[config.mk]
export PLATFORM = sky130hd
export DESIGN_NAME = dnn_result_collector
export DESIGN_NICKNAME = d
export VERILOG_FILES = /design/src/rtl/dnn_result_collector.sv
export SDC_FILE = /design/constraint.sdc
export NUM_CORES = 1
export LEC_CHECK = 0
export ABC_AREA = 1
export CAP_MARGIN = 20
export CORE_ASPECT_RATIO = 1.4
export CORE_MARGIN = 2
export CORE_UTILIZATION = 45
export CTS_BUF_LIST = sky130_fd_sc_hd__clkbuf_4 sky130_fd_sc_hd__clkbuf_8 sky130_fd_sc_hd__clkbuf_16
export DETAILED_ROUTE_END_ITERATION = 6
export SYNTH_ARGS = -nofsm -noshare
export SYNTH_HDL_FRONTEND = slang
export SYNTH_SLANG_ARGS = --single-unit
[constraint.sdc]
create_clock -name clk -period 4.59 [get_ports clk]
set_clock_uncertainty 0.15 [all_clocks]
set_input_delay 1.1475 -clock clk [delete_from_list [all_inputs] [get_ports clk]]
set_output_delay 1.1475 -clock clk [all_outputs]
set_load 0.05 [all_outputs]
[src/rtl/dnn_result_collector.sv]
// dnn_result_collector
// Captures each out0/out1 result pair from the DNN datapath on its ready
// pulse, computes the signed margin (out1 - out0) and class decision, and
// buffers the results in a small circular FIFO drained through a
// valid/ready handshake. Dropped results (FIFO full) and ready-pulse
// disagreements are accounted in sticky/saturating status registers.
module dnn_result_collector #(
  parameter int DEPTH = 4,
  parameter int DW    = 21,
  parameter int CW    = 8
) (
  input  logic                    clk,
  input  logic                    rst,
  input  logic signed [DW-1:0]    out0,
  input  logic signed [DW-1:0]    out1,
  input  logic                    out0_ready,
  input  logic                    out1_ready,
  output logic                    res_valid,
  input  logic                    res_ready,
  output logic signed [DW-1:0]    res_out0,
  output logic signed [DW-1:0]    res_out1,
  output logic signed [DW:0]      res_margin,
  output logic                    res_class,
  output logic [$clog2(DEPTH):0]  fifo_level,
  output logic [CW-1:0]           drop_count,
  output logic                    overflow,
  output logic                    proto_err,
  input  logic                    clr
);

  localparam int AW = $clog2(DEPTH);
  localparam logic [AW:0] LVL_FULL = (AW+1)'(DEPTH);

  // Margin is formed one bit wider than the operands so it can never wrap.
  function automatic logic signed [DW:0] calc_margin(
    input logic signed [DW-1:0] a,
    input logic signed [DW-1:0] b
  );
    logic signed [DW:0] ext_a;
    logic signed [DW:0] ext_b;
    ext_a = {a[DW-1], a};
    ext_b = {b[DW-1], b};
    return ext_b - ext_a;
  endfunction

  // Class is 1 only for a strictly positive margin; a tie resolves to 0.
  function automatic logic calc_class(input logic signed [DW:0] m);
    return ~m[DW] & (|m);
  endfunction

  // Saturating increment: holds at all-ones instead of wrapping.
  function automatic logic [CW-1:0] sat_inc(input logic [CW-1:0] v);
    return (v == {CW{1'b1}}) ? v : v + CW'(1);
  endfunction

  // Capture stage registers (data unreset, valid reset)
  logic signed [DW-1:0] r_out0_p0;
  logic signed [DW-1:0] r_out1_p0;
  logic                 r_vld_p0;

  // FIFO storage and control
  logic signed [DW-1:0] r_mem_out0   [DEPTH];
  logic signed [DW-1:0] r_mem_out1   [DEPTH];
  logic signed [DW:0]   r_mem_margin [DEPTH];
  logic                 r_mem_class  [DEPTH];
  logic [AW-1:0]        r_wptr;
  logic [AW-1:0]        r_rptr;
  logic [AW:0]          r_level;

  // Status registers
  logic [CW-1:0]        r_drop_cnt;
  logic                 r_overflow;
  logic                 r_proto_err;

  // Combinational control
  logic                 w_cap;
  logic                 w_perr;
  logic                 w_valid;
  logic                 w_full;
  logic                 w_pop;
  logic                 w_push;
  logic                 w_drop;
  logic signed [DW:0]   w_margin_p0;
  logic                 w_class_p0;

  assign w_cap       = out0_ready & out1_ready;
  assign w_perr      = out0_ready ^ out1_ready;
  assign w_valid     = (r_level != '0);
  assign w_full      = (r_level == LVL_FULL);
  assign w_pop       = w_valid & res_ready;
  // A full FIFO can still accept a push when the head leaves this cycle.
  assign w_push      = r_vld_p0 & (~w_full | w_pop);
  assign w_drop      = r_vld_p0 & w_full & ~w_pop;
  assign w_margin_p0 = calc_margin(r_out0_p0, r_out1_p0);
  assign w_class_p0  = calc_class(w_margin_p0);

  // ---- Stage C: capture result pair on coincident ready pulses ----
  // Capture valid flag: set only when both readies pulse together.
  always_ff @(posedge clk or posedge rst) begin
    if (rst) begin
      r_vld_p0 <= 1'b0;
    end else begin
      r_vld_p0 <= w_cap;
    end
  end

  // Capture data: loaded on a valid pulse pair, otherwise held.
  always_ff @(posedge clk) begin
    if (w_cap) begin
      r_out0_p0 <= out0;
      r_out1_p0 <= out1;
    end
  end

  // ---- Stage C -> FIFO: margin/class computed and written on push ----
  // FIFO storage write at the write pointer.
  always_ff @(posedge clk) begin
    if (w_push) begin
      r_mem_out0[r_wptr]   <= r_out0_p0;
      r_mem_out1[r_wptr]   <= r_out1_p0;
      r_mem_margin[r_wptr] <= w_margin_p0;
      r_mem_class[r_wptr]  <= w_class_p0;
    end
  end

  // Pointer and occupancy bookkeeping; pointers wrap modulo DEPTH.
  always_ff @(posedge clk or posedge rst) begin
    if (rst) begin
      r_wptr  <= '0;
      r_rptr  <= '0;
      r_level <= '0;
    end else begin
      if (w_push) r_wptr <= r_wptr + AW'(1);
      if (w_pop)  r_rptr <= r_rptr + AW'(1);
      unique case ({w_push, w_pop})
        2'b10:   r_level <= r_level + (AW+1)'(1);
        2'b01:   r_level <= r_level - (AW+1)'(1);
        default: r_level <= r_level;
      endcase
    end
  end

  // Drop counter and sticky flags; clear takes priority over new events.
  always_ff @(posedge clk or posedge rst) begin
    if (rst) begin
      r_drop_cnt  <= '0;
      r_overflow  <= 1'b0;
      r_proto_err <= 1'b0;
    end else if (clr) begin
      r_drop_cnt  <= '0;
      r_overflow  <= 1'b0;
      r_proto_err <= 1'b0;
    end else begin
      if (w_drop) begin
        r_drop_cnt <= sat_inc(r_drop_cnt);
        r_overflow <= 1'b1;
      end
      if (w_perr) r_proto_err <= 1'b1;
    end
  end

  // ---- Output: head entry, zeroed whenever the FIFO is empty ----
  // Gating on the registered level keeps the unreset storage invisible
  // after reset and avoids any path from res_ready to the outputs.
  always_comb begin
    res_out0   = '0;
    res_out1   = '0;
    res_margin = '0;
    res_class  = 1'b0;
    if (w_valid) begin
      res_out0   = r_mem_out0[r_rptr];
      res_out1   = r_mem_out1[r_rptr];
      res_margin = r_mem_margin[r_rptr];
      res_class  = r_mem_class[r_rptr];
    end
  end

  assign res_valid  = w_valid;
  assign fifo_level = r_level;
  assign drop_count = r_drop_cnt;
  assign overflow   = r_overflow;
  assign proto_err  = r_proto_err;

endmodule
==> results of run 1 <==
-- report_power, final --
| group | internal (mW) | switching (mW) | total (mW) |
|---|---|---|---|
| Sequential | 3.58 | 0.161 | 3.74 |
| Clock | 1.40 | 1.04 | 2.44 |
| Combinational | 2.53 | 3.94 | 6.48 |
-- kinds of logic (layout without fill, tap and decap cells) --
logic type	count (synthesis)	after routing	synth area share
and+or+nand+nor	497	497	0.146
DFF	320	320	0.689
AOI/OAI and AO/OA	230	230	0.0845
buffers and inverters	168	313	0.0466
adders and majority gates	30	30	0.0282
xor gates and xnor gates	10	10	0.00634
-- metal layers --
metal,GRT usage,wire length [um],share of wire
met5,0,0,0
met3,0.0227,1270,0.039
met1,0.243,13200,0.41
met4,0.0719,925,0.029
met2,0.363,16800,0.52
-- through the flow --
step           setup TNS [ns]  std cells
2_1_floorplan          -60.68       1255
3_3_place_gp                0       1729
3_5_place_dp                0       1729
4_1_cts                     0       1784
5_1_grt                     0       1785
6_report                    0       1785
-- tightest hold or removal path: stages (launching register included) --
cell and delay [ns]:
dfrtp_1 0.35, nor2_1 0.05, nor2_1 0.08
-- worst min-delay path by stage --
stage / startpoint / endpoint / slack (ns) / cells past startpoint
2_1_floorplan: r_out0_p0[10] / r_mem_out0[0][10] / 0.33 / 0
3_3_place_gp: proto_err / proto_err / 0.33 / 2
3_5_place_dp: r_out0_p0[18] / r_mem_out0[1][18] / 0.36 / 0
4_1_cts: proto_err / proto_err / 0.38 / 2
5_1_grt: drop_count[4] / drop_count[4] / 0.40 / 1
6_report: proto_err / proto_err / 0.37 / 2
-- layout make-up --
class	count	area [um^2]	area share
tap	385	482	0.0279
clock inverter	15	138	0.00797
clock buffer	40	845	0.0489
sequential	320	9520	0.552
multi-input combinational	767	3690	0.214
timing repair buffer	140	2140	0.124
inverter	118	443	0.0257
-- flip-flops by register name (all words and copies together) (netlist names) --
name	flops
r_mem_out1	84
r_out1_p0	21
r_wptr	2
overflow	1
drop_count	8
r_out0_p0	21
proto_err	1
r_mem_out0	84
r_vld_p0	1
fifo_level	3
r_mem_margin	88
r_mem_class	4
r_rptr	2
-- cell usage in the layout, fill, tap and decap left out, types with 3 or more instances in the layout --
master	count
dfrtp_1	16
xor2_1	8
nor2_1	292
nand3b_1	5
o21ai_0	138
clkinv_2	6
nand3_1	22
clkdlybuf4s50_1	61
nor2_4	5
nand2_2	10
nand3_2	3
inv_2	5
clkbuf_16	30
nor3_1	7
clkinv_1	4
buf_4	4
nand4_1	4
a21oi_1	86
buf_12	75
ha_1	27
clkbuf_4	7
inv_1	113
nand2_1	142
clkbuf_8	3
edfxtp_1	302
nor2_2	3
==> metrics, run 1 <==
leakage power 6.54 nW; Pwr per Cell Area 733 mW/mm^2; max incr delay on CP 0.66 ns; Critical-path top delay cell dfrtp_4; final-report max-slew violation count 0; Avg WL per Cell 18.0 um; Syn Nets 1,333; fill count 2,475; post-layout util 0.573; cell area after layout 0.0173 mm^2; critical path startpoint category flip-flop; Syn. warnings 0; worst r2r dst r_mem_class[2]; VDD IR-drop max 0.571 mV; worst-path cell chain buf_4, nor2_1, nor2_1, o21ai_0, a21oi_1, buf_12; WP data required 3.29 ns; Clock Path Buffers 3; vias after detailed routing 9,261; crit path kind flip-flop to primary output; Die H 211 um; reg2reg path depth 16; Num CTS Buffers 30; hold_buf cts 0; Tot Pwr 12.7 mW; CTS tree yes; Buf/Inv on CP 2; most frequent cell after synthesis edfxtp_1; Most common cell on crit path nor2_1; DRC 0; Hold Vio Cnt, Final 0; mapped cell area 0.0138 mm^2; R2R setup slack 1.48 ns; Distinct cells, synth 31; Iteration-0 DRC Markers 571; Mapped Avg Cell Area 11.0 um^2; post-synth top area share 0.656; Slew headroom 0.420; pre-CTS setup slack 1.05 ns; initial antenna violation count 0; final setup fails 0; largest area contributor in the netlist edfxtp_1; worst flop-to-flop path startpoint r_out1_p0[0]; H-tree depth 1; Core Region 0.0301 mm^2; Worst-path clk slew 0.06 ns; grt ovf 0; layout cells sized above 1 0.117; Total Routing Usage GR 0.199; Ports 127; ys async rst share 0.0563; max cap viols 0; Crit. Startpoint r_rptr[0]; Tcrit/Tclk final 0.888; register area share after synthesis 0.689; Post-synth EDFFs 302; post-CTS setup buffers 0; Clk Latency, worst-skew pair 0.57 ns; main flop type after synthesis edfxtp_1; Crit path max-delay family buffers and inverters; # diodes 0; fmax 0.245 GHz; main area contributors after synthesis edfxtp_1 (66%), nor2_1 (8.0%), o21ai_0 (5.0%); hold slack 0.369 ns; clock root cell clkbuf_16; synth cell count leaders edfxtp_1 (302), nor2_1 (296), nand2_1 (142); WP data arrival 2.78 ns; Placement Cell Area 0.0163 mm^2; register bit total from synthesis 320; status complete, no violations; area delta synth->final 24.9%; CP Max Fanout 60; Sink Count 320; Post-Route WL 32,200 um; RSZ-0062 raised after global routing no; Rows 75; Initial DRT Pass Iterations 5; post-DR vias/cell 5.19; Die W 152 um; die area 0.0322 mm^2; CP Depth 6; Worst Tran Pin Value 0.870 ns; DPL Wire Length 20,500 um; post_cts resized 0; fin crit period 4.08 ns; Cells after Synth 1,255; Final ANT Viol Nets 0; Hold Crit Class flip-flop to flip-flop; first-pass GRT wire length 50,100 um; Layout Nets 1,455; port bufs 126; CP endpoint res_margin[13]; GPL Wtd Cong 0.916; Initial Utilization 0.459; pin count of the biggest net entering global routing 71; Setup WS post-layout 0.514 ns; Setup crit end kind primary output; vias in the first global route 9,180
Power figures use the tool's default switching activity.
==> run 2, diff against run 1 <==
==> constraint.sdc (replaced) <==
create_clock -name clk -period 4.59 [get_ports clk]
set_clock_uncertainty 0.15 [all_clocks]
set_input_delay 0.459 -clock clk [delete_from_list [all_inputs] [get_ports clk]]
set_output_delay 0.459 -clock clk [all_outputs]
set_load 0.05 [all_outputs]
==> run 2 against run 1 <==
Compared with the run above: combinational power is 21% lower; total power is 10% lower; sequential share of layout area is 2.5 points higher; setup slack better by 0.21 ns; critical path depth is 1 lower; via count is 0.81% lower; critical path type unchanged; clock power hardly changed; cell count is 0.28% higher; hold slack worse by 0.24 ns; utilization is 2.4 points lower.
==> metrics, run 2 (synthesis results as in run 1) <==
status complete, no violations; Post-Route WL 31,800 um (-1.1%); largest registers r_mem_margin (88), r_mem_out0 (84), r_mem_out1 (84); area delta synth->final 19.6%; WP data required 3.98 ns (+0.69 ns); Final ANT Viol Nets 0 (unchanged); Die H 211 um (unchanged); Ports 127 (unchanged); final-report max-slew violation count 0 (unchanged); final setup fails 0 (unchanged); Initial Utilization 0.459 (unchanged); Worst-path clk slew 0.07 ns (about the same); Worst Tran Pin Value 0.884 ns (+0.0145 ns); Hold Crit Class input pin to async pin; initial antenna violation count 0 (unchanged); Clk Latency, worst-skew pair 0.58 ns (about the same); Clock Path Buffers 3 (unchanged); DPL Wire Length 20,500 um (-0.18%); fin crit period 3.86 ns (-0.212 ns); Pwr per Cell Area 686 mW/mm^2 (-6.4%); fmax 0.259 GHz (+5.5%); pin count of the biggest net entering global routing 69 (-2.8%); max cap viols 0 (unchanged); max reg flops 88 (unchanged); post-CTS setup buffers 0 (unchanged); largest register by flop count r_mem_margin; multi-input logic area 0.00369 mm^2 (unchanged); Die W 152 um (unchanged); fill count 2,565 (+3.6%); post_cts resized 0 (unchanged); layout cells sized above 1 0.0719 (-0.0453); Total Routing Usage GR 0.196 (-0.00221); Num CTS Buffers 31 (+3.3%); CP Max Fanout 68 (+13%); grt ovf 0 (unchanged); pre-CTS setup slack 1.28 ns (+0.234 ns); Sink Count 320 (unchanged); first-pass GRT wire length 49,600 um (-1.0%); die area 0.0322 mm^2 (unchanged); crit path kind flip-flop to primary output; Core Region 0.0301 mm^2 (unchanged); GPL Wtd Cong 0.884 (-3.5%); final setup TNS 0 ns (unchanged); # diodes 0 (unchanged); most common cell after layout, fill and taps aside edfxtp_1; CTS tree yes; most frequent cells in the layout edfxtp_1 (302), nor2_1 (292), nand2_1 (142); Layout Nets 1,458 (+0.21%); DRC 0 (unchanged); Hold Vio Cnt, Final 0 (unchanged); Tcrit/Tclk final 0.842 (-0.0463); FF/Latch Area 0.00952 mm^2 (unchanged); WP data arrival 3.25 ns (+0.47 ns); Iteration-0 DRC Markers 657 (+15%); port bufs 126 (unchanged); Setup WS post-layout 0.726 ns (+0.212 ns); Slew headroom 0.410 (-0.00968); Initial DRT Pass Iterations 5 (unchanged); vias after detailed routing 9,186 (-0.81%); Avg WL per Cell 17.8 um (-1.4%); critical path startpoint category flip-flop; hold_buf cts 0 (unchanged); post-DR vias/cell 5.13 (-1.1%); clock root cell clkbuf_16; RSZ-0062 raised after global routing no; Rows 75 (unchanged); H-tree depth 1 (unchanged); VDD IR-drop max 0.504 mV (-12%); vias in the first global route 9,199 (+0.21%); Tot Pwr 11.3 mW (-10%); Setup crit end kind primary output; leakage power 6.18 nW (-5.6%)
## run 2: cell types whose count changed in the layout (fill, tap and decap cells not counted), moves of 3 or more
cell             before  now
clkbuf_8              3    0
clkinv_1              4    7
buf_12               75    2
clkinv_2              6   12
clkdlybuf4s50_1      61  126
buf_4                 4   14
clkbuf_4              7    2
## run 2: layer usage
layer,up-vias,share of wire,global-route usage
met3,57,0.044,0.0229
li1,4503,-,-
met1,4396,0.40,0.241
met5,-,0,0
met2,230,0.52,0.357
met4,0,0.032,0.0738
## run 2: area by class of cell
type                    instances  share of cell area
clock buffers                  33              0.0478
clock inverters                25              0.0116
inverters                     118              0.0269
multi-input cells             767               0.223
flip-flops and latches        320               0.576
well taps                     385              0.0291
repair buffers                142              0.0851
## run 2: through the flow
stage	cell area, um^2	cells	hold WS, ns	utilization
global placement	15500	1732	0.331	0.516
global route	16500	1790	0.186	0.549
CTS	16500	1790	0.138	0.549
finish	16500	1790	0.128	0.549
floorplan	13800	1255	0.248	-
detailed placement	15500	1732	0.356	0.516
## run 2: worst paths after layout
kind	start	to	slack, ns	cells past startpoint
setup / recovery	r_rptr[0]	res_out0[2]	0.73	5
hold / removal	rst	drop_count[1]	0.13	2
setup reg to reg	r_out1_p0[0]	r_mem_class[1]	1.50	16
hold reg to reg	proto_err	proto_err	0.36	2
max in group asynchronous	rst	r_rptr[0]	3.66	2
min in group clk	out0[19]	r_out0_p0[19]	0.29	1
## run 2: critical path, cell delays in order, from the launching register on
cell             delay [ns]
dfrtp_4                0.70
inv_2                  0.12
buf_4                  0.51
o21ai_0                0.20
a21oi_1                0.25
clkdlybuf4s50_1        0.85
## run 2: report_power, final
part           internal [mW]  leakage, nW  total (mW)  switching [mW]
logic                   1.53         2.70        5.13            3.61
clock network           1.36        0.493        2.44            1.08
registers               3.58         2.98        3.76           0.187
==> run 3, diff against run 2 <==
==> constraint.sdc (replaced) <==
create_clock -name clk -period 4 [get_ports clk]
set_clock_uncertainty 0.15 [all_clocks]
set_input_delay 0.4 -clock clk [delete_from_list [all_inputs] [get_ports clk]]
set_output_delay 0.4 -clock clk [all_outputs]
set_load 0.05 [all_outputs]
==> run 3 against run 2 <==
Compared with the run above: via count up 0.96%; utilization rose by 1.4 points; register-to-register slack got worse by 0.32 ns.
==> metrics, run 3 (synthesis results as in run 1) <==
pin count of the biggest net entering global routing 91 (+32%); critical path startpoint category flip-flop; Clock Path Buffers 3 (unchanged); max cap viols 0 (unchanged); sequential power share 0.308 (-0.024); clock root cell clkbuf_16; crit path kind flip-flop to primary output; post-DR vias/cell 5.20 (+1.2%); pre-CTS setup slack 1.15 ns (-0.134 ns); Core Region 0.0301 mm^2 (unchanged); Die H 211 um (unchanged); DRC 0 (unchanged); max incr delay on CP 0.89 ns (+0.04 ns); hold slack 0.0949 ns (-0.0336 ns); largest registers r_mem_margin (88), r_mem_out0 (84), r_mem_out1 (84); Hold Crit Class input pin to async pin; post-CTS setup buffers 0 (unchanged); Total Routing Usage GR 0.200 (+0.00385); initial antenna violation count 0 (unchanged); Critical-path top delay cell dfrtp_4; RSZ-0062 raised after global routing no; Num CTS Buffers 30 (-3.2%); post-layout util 0.563 (+0.0141); R2R setup slack 1.18 ns (-0.32 ns); Crit path max-delay family flip-flops; layout cells sized above 1 0.119 (+0.0474); first-pass GRT wire length 50,100 um (+1.0%); Iteration-0 DRC Markers 597 (-9.1%); vias after detailed routing 9,274 (+0.96%); Final ANT Viol Nets 0 (unchanged); status complete, no violations; Avg WL per Cell 18.2 um (+2.2%); Ports 127 (unchanged); WP data arrival 2.85 ns (-0.40 ns); GPL Wtd Cong 0.933 (+5.6%); largest register by flop count r_mem_margin; final setup fails 0 (unchanged); Setup crit end kind primary output; vias in the first global route 9,078 (-1.3%); VDD IR-drop max 0.598 mV (+18%); final-report max-slew violation count 0 (unchanged); Post-Route WL 32,400 um (+1.9%); Clk Latency, worst-skew pair 0.56 ns (-0.02 ns); most frequent cells in the layout edfxtp_1 (302), nor2_1 (292), nand2_1 (142); port bufs 126 (unchanged); Initial Utilization 0.459 (unchanged); fin crit period 3.40 ns; Tcrit/Tclk final 0.849; # diodes 0 (unchanged); hold_buf cts 0 (unchanged); Layout Nets 1,454 (-0.27%); Worst-path clk slew 0.07 ns (about the same); Logic pwr share 0.470 (+0.017); Pwr per Cell Area 831 mW/mm^2 (+21%); grt ovf 0 (unchanged); post_cts resized 0 (unchanged); max reg flops 88 (unchanged); Die W 152 um (unchanged); fmax 0.294 GHz; die area 0.0322 mm^2 (unchanged); CTS tree yes; Sw Ratio 0.414 (-0.0159); Clock power frac 0.223 (+0.007); most common cell after layout, fill and taps aside edfxtp_1; Setup WS post-layout 0.603 ns (-0.123 ns); Switch Pwr 5.83 mW (+20%); Slew headroom 0.371 (-0.0397); area delta synth->final 22.7%; Most common cell on crit path nor2_1; Worst Tran Pin Value 0.943 ns (+0.0582 ns); WP data required 3.45 ns (-0.53 ns); fill count 2,495 (-2.7%); DPL Wire Length 20,200 um (-1.4%); Rows 75 (unchanged); Initial DRT Pass Iterations 7 (+2); Sink Count 320 (unchanged); Buf/Inv on CP 2 (-1); worst-path cell chain buf_4, nor2_1, nor2_1, o21ai_0, a21oi_1, buf_12; CP Max Fanout 61 (-10%); Hold Vio Cnt, Final 0 (unchanged); Tot Pwr 14.1 mW (+24%); leakage power 6.43 nW (+4.0%); Int Pwr 8.25 mW (+28%); H-tree depth 1 (unchanged)
[run 3: cell types whose count changed in the layout (fill, tap and decap cells not counted)]
| cell | before | now |
|---|---|---|
| buf_12 | 2 | 41 |
| buf_4 | 14 | 37 |
| bufinv_16 | 2 | 7 |
| clkdlybuf4s50_1 | 126 | 61 |
| clkinv_1 | 7 | 1 |
| clkinv_2 | 12 | 6 |
| clkinv_4 | 2 | 1 |
| clkinv_8 | 1 | 0 |
| clkinvlp_4 | 1 | 7 |
| inv_2 | 4 | 5 |
[run 3: per-stage QoR]
step	setup TNS, ns	cell area [um^2]	cells
4_1_cts	0	17000	1785
3_3_place_gp	0	15800	1728
3_5_place_dp	0	15900	1729
6_report	0	17000	1785
2_1_floorplan	-107.08	13800	1255
5_1_grt	0	17000	1785
[run 3: power groups by stage]
stage / registers [mW] / clock network [mW] / logic [mW]
after floorplan: 4.35 / 0 / 4.06
after global placement: 4.40 / 0 / 6.64
after detailed placement: 4.41 / 0 / 6.68
after CTS: 4.34 / 3.18 / 6.70
after global routing: 4.38 / 3.32 / 7.07
final: 4.34 / 3.13 / 6.61
[run 3: metal layers]
| metal | wire length, um | GRT usage | part of all wire | vias to the layer above |
|---|---|---|---|---|
| li1 | - | - | - | 4498 |
| met1 | 13200 | 0.248 | 0.41 | 4454 |
| met2 | 16900 | 0.366 | 0.52 | 258 |
| met3 | 1400 | 0.0192 | 0.043 | 64 |
| met4 | 964 | 0.0715 | 0.030 | 0 |
| met5 | 0 | 0 | 0 | - |
[run 3: worst reg2reg max path, cell delays in order (launching register included)]
cell and delay (ns):
edfxtp_1 0.43, inv_1 0.12, ha_1 0.42, nand2_1 0.14, inv_1 0.06, nand2_1 0.10, inv_1 0.06, a21oi_1 0.17
nand2_1 0.14, a21oi_1 0.20, xor2_1 0.39, nor2_1 0.16
[run 3: worst paths after layout]
kind                                    from        endpoint  depth (start not counted)
worst max-delay path               r_rptr[0]     res_out1[4]                          6
max in group asynchronous                rst       r_rptr[0]                          2
min in group clk                     out0[5]    r_out0_p0[5]                          1
worst max register to register  r_out0_p0[9]  r_mem_class[3]                         11
worst min-delay path                     rst   fifo_level[2]                          2
worst min register to register     proto_err       proto_err                          2
[run 3: final cells by class]
type | count | area, um^2 | area share
multi-input cells | 767 | 3690 | 0.218
repair buffers | 139 | 1710 | 0.101
clock buffers | 33 | 791 | 0.0466
inverters | 118 | 443 | 0.0261
well taps | 385 | 482 | 0.0284
clock inverters | 23 | 314 | 0.0185
flip-flops and latches | 320 | 9520 | 0.562
